$ cat src/rtl/music_tone.sv
// Buzzer tone generator: latches a note code on each synchronized beat rise,
// holds a silent articulation gap, then drives a square wave at the note's pitch.
`timescale 1ns/1ps

module music_tone #(
    parameter int unsigned CLK_FREQ   = 50000000,
    parameter int unsigned GAP_CYCLES = 2500000
) (
    input  logic       in_clk,
    input  logic       rst,
    input  logic       beat,
    input  logic [4:0] note,
    output logic       beep,
    output logic [4:0] note_q,
    output logic       playing
);

    localparam int unsigned CW = 22;
    localparam logic [CW-1:0] GAP_LAST = CW'(GAP_CYCLES - 1);

    typedef enum logic [1:0] {IDLE, GAP, PLAY} state_t;

    function automatic int unsigned tone_hz(input int unsigned code);
        case (code)
            1:  return 131;  2:  return 147;  3:  return 165;  4:  return 175;
            5:  return 196;  6:  return 220;  7:  return 247;
            8:  return 262;  9:  return 294;  10: return 330;  11: return 349;
            12: return 392;  13: return 440;  14: return 494;
            15: return 523;  16: return 587;  17: return 659;  18: return 698;
            19: return 784;  20: return 880;  21: return 988;
            default: return 0;
        endcase
    endfunction

    // Entries are counter-width: the lowest notes need 18 bits at 50 MHz.
    function automatic logic [32*CW-1:0] build_div();
        logic [32*CW-1:0] t;
        t = '0;
        for (int unsigned i = 0; i < 32; i++) begin
            if (tone_hz(i) != 0)
                t[i*CW +: CW] = CW'(CLK_FREQ / (2 * tone_hz(i)));
        end
        return t;
    endfunction

    localparam logic [32*CW-1:0] DIV_TABLE = build_div();

    function automatic logic is_pitched(input logic [4:0] c);
        return (c != 5'd0) && (c <= 5'd21);
    endfunction

    state_t          state, state_d;
    logic            s1, s2, s3;
    logic [1:0]      settle;
    logic            armed;
    logic            rise;
    logic [CW-1:0]   gap_cnt, gap_d;
    logic [CW-1:0]   hp_cnt, hp_d;
    logic [CW-1:0]   div;
    logic            beep_d;
    logic [4:0]      note_q_d;
    logic            playing_d;

    // A rise is only accepted once s2 has been seen low after reset, so a beat
    // already high at release does not count as an edge.
    always_ff @(posedge in_clk or negedge rst) begin
        if (!rst) begin
            s1     <= 1'b0;
            s2     <= 1'b0;
            s3     <= 1'b0;
            settle <= 2'd0;
            armed  <= 1'b0;
        end else begin
            s1 <= beat;
            s2 <= s1;
            s3 <= s2;
            if (settle != 2'd2)
                settle <= settle + 2'd1;
            else if (!s2)
                armed <= 1'b1;
        end
    end

    assign rise = s2 & ~s3 & armed;
    assign div  = DIV_TABLE[note_q*CW +: CW];

    always_comb begin
        state_d  = state;
        gap_d    = gap_cnt;
        hp_d     = hp_cnt;
        beep_d   = beep;
        note_q_d = note_q;
        if (rise) begin
            state_d  = GAP;
            note_q_d = note;
            gap_d    = '0;
            hp_d     = '0;
            beep_d   = 1'b0;
        end else begin
            case (state)
                IDLE: begin
                    gap_d  = '0;
                    hp_d   = '0;
                    beep_d = 1'b0;
                end
                GAP: begin
                    beep_d = 1'b0;
                    hp_d   = '0;
                    if (gap_cnt == GAP_LAST) begin
                        state_d = PLAY;
                        gap_d   = '0;
                    end else begin
                        gap_d = gap_cnt + 1'b1;
                    end
                end
                PLAY: begin
                    gap_d = '0;
                    if (!is_pitched(note_q)) begin
                        hp_d   = '0;
                        beep_d = 1'b0;
                    end else if (hp_cnt == div - 1'b1) begin
                        hp_d   = '0;
                        beep_d = ~beep;
                    end else begin
                        hp_d = hp_cnt + 1'b1;
                    end
                end
                default: begin
                    state_d = IDLE;
                    gap_d   = '0;
                    hp_d    = '0;
                    beep_d  = 1'b0;
                end
            endcase
        end
        playing_d = (state_d == PLAY) && is_pitched(note_q_d);
    end

    always_ff @(posedge in_clk or negedge rst) begin
        if (!rst) begin
            state   <= IDLE;
            gap_cnt <= '0;
            hp_cnt  <= '0;
            beep    <= 1'b0;
            note_q  <= '0;
            playing <= 1'b0;
        end else begin
            state   <= state_d;
            gap_cnt <= gap_d;
            hp_cnt  <= hp_d;
            beep    <= beep_d;
            note_q  <= note_q_d;
            playing <= playing_d;
        end
    end

endmodule

$ cat config.mk
export PLATFORM = sky130hd
export DESIGN_NAME = music_tone
export DESIGN_NICKNAME = d
export VERILOG_FILES = /design/src/rtl/music_tone.sv
export SDC_FILE = /design/constraint.sdc
export NUM_CORES = 1
export LEC_CHECK = 0
export ABC_CLOCK_PERIOD_IN_PS = 9750
export BUFFER_PORTS_ARGS = -buffer_cell sky130_fd_sc_hd__buf_2
export CAP_MARGIN = 20
export CORE_MARGIN = 1
export CORE_UTILIZATION = 63
export CTS_CLUSTER_SIZE = 16
export DETAILED_ROUTE_END_ITERATION = 7
export GPL_TIMING_DRIVEN = 0
export MAX_ROUTING_LAYER = met4
export PLACE_DENSITY = 0.89
export SYNTH_ARGS = -nofsm -noshare
export SYNTH_HDL_FRONTEND = slang
export SYNTH_SLANG_ARGS = --single-unit
$ cat constraint.sdc
create_clock -name in_clk -period 9.75 [get_ports in_clk]
set_input_delay 0 -clock in_clk [delete_from_list [all_inputs] [get_ports in_clk]]
set_output_delay 0 -clock in_clk [all_outputs]
set_load 0.02 [all_outputs]
======== Yosys cells after proc, flatten, opt, wreduce, memory -nomap -nowiden ========
Index checks and enable logic that the tools add are counted.
storage, ports and cells
  register bits after elaboration ......... 59
  output and inout port bits .............. 7
  logic and storage cells ................. 55
cells by class
  $add $sub $neg .......................... 4
  multipliers ............................. 1
  magnitude comparators ................... 2
  eq/ne operators ......................... 7
  shifts and indexed selects .............. 1
  multiplexer cells ....................... 15
  bitwise operators ....................... 6
  reduce and logical (&&, ||, !) cells .... 8
operators with widths
  operator                      count
  $shiftx A704 B11 Y22 const A  1
  $mux W22                      7
  $add A22 B1 Y22 const B       2
  $eq A22 B22 Y1                1
  $eq A22 B22 Y1 const B        1
  $sub A22 B1 Y22 const B       1
  $le A5 B5 Y1 const B          2
  $reduce_bool A5 Y1            2
  $mul A5 B4 Y9 const B         1
  $mux W5                       1
  $eq A2 B2 Y1 const B          2
  $mux W1                       4
  $mux W2                       2
  $ne A4 B4 Y1 const B          1
  $not A1 Y1                    4
  $pmux W2 S2                   1
  $logic_and A1 B1 Y1           3
  $add A2 B1 Y2 const B         1
  $and A1 B1 Y1                 2
  $eq A2 B1 Y1 const B          1
  $logic_not A2 Y1              1
  $ne A2 B2 Y1 const B          1
  $reduce_and A2 Y1             1
  $reduce_or A2 Y1              1

======== Logic depth before layout (Yosys ltp) ========
  word-level depth ........................ 8
  gate-level depth with buffers ........... 16
  mapped depth without buffers ............ 14

======== Worst setup path after synthesis ========
OpenSTA, ideal clock, no wires.
  kind .................................... register -> register
  start point ............................. register note_q[1]
  end point ............................... register beep
  setup time .............................. 78 ps
  arrival ................................. 3850 ps
  required time ........................... 9672 ps
  setup slack ............................. 5823 ps
  cell stages (with the launch flop) ...... 14
  clock period less this slack ............ 3927 ps
  cells stage by stage .................... dfrtp_1 > clkbuf_1 > inv_1 > ha_1 > nand2_1 > a21oi_1 > or3_4 > or4_1 > buf_2 > or4_4 > a22oi_2 > o2111ai_2 > or3_1 > a21oi_1
on the way
  word-level cells in the longest chain between the ends .. 5
RTL lines
  what                                                                RTL line  source
  start: declaration                                                  14        output logic [4:0] note_q,
  start signal: assignment                                            152       note_q <= note_q_d;
  $mul A5 B4 Y9 (tied with other cells)                               85        assign div = DIV_TABLE[note_q*CW +: CW];
  $shiftx A704 B11 Y22 / $logic_and A1 B1 Y1 (equally long branches)  85, 49
  $sub A22 B1 Y22 / $mux W1 (equally long branches)                   121, 118
  $eq A22 B22 Y1 / $mux W1 (equally long branches)                    121, 100
  $ne A4 B4 Y1 (no line) / $mux W1 (equally long branches)            n/a
  end signal: assignment                                              151       beep <= beep_d;
  end: declaration                                                    13        output logic beep,
Parallel ways exist; a longest one is shown, timed or not.
A chain may end at the register's enable or synchronous reset.

======== Worst setup path after layout ========
  start point ............................. register note_q[1]
  end point ............................... register hp_cnt[3]
on the way
  word-level cells in the longest chain between the ends .. 8
RTL lines
  what                    RTL line  source
  $mul A5 B4 Y9           85
  $shiftx A704 B11 Y22    85
  $sub A22 B1 Y22         121       end else if (hp_cnt == div - 1'b1) begin
  $eq A22 B22 Y1          121
  $mux W22                121
  $mux W22 *              118       if (!is_pitched(note_q)) begin
  $mux W22 *              100       case (state)
  $mux W22 *              93        if (rise) begin
  via hp_d[3]             58        logic [CW-1:0] hp_cnt, hp_d;
  end signal: assignment  150       hp_cnt <= hp_d;
  end: declaration        58
Mark *: on every way through the listed nets, which the timed path passes. The rest lies on a longest branch.

==> impl_metrics.toml <==
[run_status]
status = "finished clean"

[synthesis]
synth_area_per_cell_sq_um = 8.74
ys.flop_type = "dfrtp_1"
synth_edf_count = 0
syn_inst = 483
ys_seq_area_share_pct = 35.0
async_reset_ff_share_pct = 100
synth_cell_type_count = 73
synthesis.area_sq_um = 4220
ys_seq_elements = 59
yosys_warnings = 0
synth_fp_nets = 506

[drt]
wl_mm = 10.9
post_drt_wl_per_cell_microns = 18.1
drtAntennaViolNets = 0
drtIter0Drc = 368
drc = 0
via_count = 3921
firstDrtPassIters = 5
vias_per_cell = 6.56

[clock_tree]
cts_max_path_buffers = 2
cts_hold_buffers = 7
clock_latency_ns = 0.35
clock_sinks = 59
cts_resized = 0
clk_pin_slew_ns = 0.07
post_cts_buffers = 0
cts_tree = "done"
htreeDepth = 3
cts_buffers = 9
cts_root_buf = "clkbuf_8"

[sta]
rsz0062_at_grt = "false"
max_slew_margin_pct = 45.5
fin_skew_ns = 0.0101
setup_ws_ns = 4.84
fmax_ghz = 0.204
finalMaxSlewViolations = 0
setup_viol = 0
tightest_slew_ns = 0.813
period_needed_ns = 4.91
setup_tns_ns = 0
fin_crit_sh_pct = 50.4
hold_viol = 0

[floorplanning]
initial_core_util_pct = 65.7
rows = 29
pin_count = 15
fp.dieH_microns = 83.8
core_area_sq_um = 6420
fp.dieW_microns = 83.8
die_area_sq_um = 7030

[global_routing]
grtUsageTotal_pct = 34.0
grt_util_met3_pct = 5.34
antenna_found_initial = 0
grtUsageMet2_pct = 54.8
grt_pass1_vias = 3811
busiest_layer = "met2"
grt_max_degree = 41
grt_use_met1_pct = 43.3
grt_pass1_wl_mm = 18.2
globalRouteOverflowTotal = 0

[run]
max-cap-violations = 0

[critical_path]
crit_family = "compound AO/OA/AOI/OAI gates"
slowest_delay_ns = 0.68
arrival_ns = 5.14
r2r_setup_slack_ns = 4.84
critPathBufInv = 3
slowest_stage = "a2111oi_0"
end_kind = "flop"
cp_max_fo = 10
crit_path_start_kind = "flop"
critPathKind = "reg -> reg"
timing.rr.end = "hp_cnt[3]"
cp_data_required_time_ns = 9.98
path_cells = "clkbuf_1 > inv_1 > ha_1 > nor2b_1 > o32ai_1 > o32ai_1 > nor4_1 > or3b_2 > a2111oi_0 > o2111ai_2 > o21bai_2 > buf_4 > nor2_1"
r2r_cells = 13
cpMostUsedCell = "o32ai_1"
r2r_start = "note_q[1]"

[placement]
dp_hpwl_mm = 7.69
port_buffers = 14
gp_congestion = 0.986
dpl_worst_slack_ns = 4.99
place_area_sq_um = 4410

[final_layout]
nets = 539
fillCellCount = 467
layout_common_cells = "59 x nor2_1, 59 x dfrtp_1, 35 x nand2_1"
drive_above_1_share_pct = 10.7
syn_to_final_growth_pct = 10.9
antenna_cells = 0
stdcell_area_sq_um = 4680

[worst_hold_path]
hold_path_class = "in -> async"

[power]
ir_worst_vdd_uv = 160
p_leak_nw = 1.97
powerDensity_nw_per_um2 = 170
[routing by layer]
metal  routed length (microns)  vias up
met5                         0        -
met4                       339        0
met3                       699       39
met2                      5230      186
met1                      4580     1892
li1                          -     1804
[worst max-delay path by stage]
stage,start,end,cells after the start
global route,note_q[1],hp_cnt[20],13
finish,note_q[1],hp_cnt[3],13
global placement,note_q[1],hp_cnt[7],13
CTS,note_q[1],hp_cnt[3],13
detailed placement,note_q[1],hp_cnt[8],13
floorplan,note_q[1],beep,13
[through the flow]
| step | util [%] | hold WS [ns] | total power, mW | instances |
|---|---|---|---|---|
| 2_1_floorplan | - | -0.296 | 0.486 | 483 |
| 3_3_place_gp | 68.3 | 0.111 | 0.554 | 574 |
| 3_5_place_dp | 68.6 | -0.0166 | 0.557 | 575 |
| 4_1_cts | 72.8 | 0.161 | 0.789 | 598 |
| 5_1_grt | 72.8 | 0.200 | 0.835 | 598 |
| 6_report | 72.8 | 0.157 | 0.797 | 598 |
[final cells by class]
cell class / count / area [sq um] / area share, %
Clock buffer: 10 / 138 / 2.94
Inverter: 17 / 63.8 / 1.36
Clock inverter: 6 / 63.8 / 1.36
Buffer: 18 / 111 / 2.38
Timing Repair Buffer: 22 / 160 / 3.42
Multi-Input combinational cell: 389 / 2570 / 54.9
Tap cell: 77 / 96.3 / 2.06
Sequential cell: 59 / 1480 / 31.6
[Yosys cell counts (all sizes together), types with 5 or more instances]
cell type	count	area share, %
nor2	59	5.2
o31ai	7	1.2
inv	16	1.4
xor2	24	5.0
dfrtp	59	35
nand4	10	1.5
xnor2	26	5.4
ha	15	4.4
nand3	29	3.4
nor4	5	0.74
clkbuf	8	0.71
or3	9	1.5
and3	13	1.9
a21oi	15	1.8
nor3	10	1.2
nand2	35	3.1
nand2b	16	2.4
a211oi	6	1.1
a31oi	5	0.74
buf	10	1.9
mux2	6	1.6
nor2b	10	1.5
o21ai	16	1.9
mux2i	6	1.4
[sequential cells by signal (all words and copies together), names as in the netlist]
signal / flops
note_q: 5
gap_cnt: 22
settle: 2
playing: 1
s1: 1
hp_cnt: 22
state: 2
s3: 1
s2: 1
beep: 1
armed: 1
[kinds of logic after synthesis]
logic type / after synthesis / share of synthesized area [%]
flops: 59 / 35.0
mux: 12 / 3.02
fa+ha+maj: 15 / 4.45
xor+xnor: 50 / 10.4
compound gates: 87 / 14.9
buf+inv: 35 / 4.15
simple gates: 225 / 28.1
[report_power, final]
group	switching, mW	internal, mW	total, mW
Clock	0.105	0.125	0.229
Combinational	0.185	0.115	0.299
Sequential	0.0133	0.255	0.268
Total	0.303	0.494	0.797
Note: power is estimated with default switching activity, not from simulation.
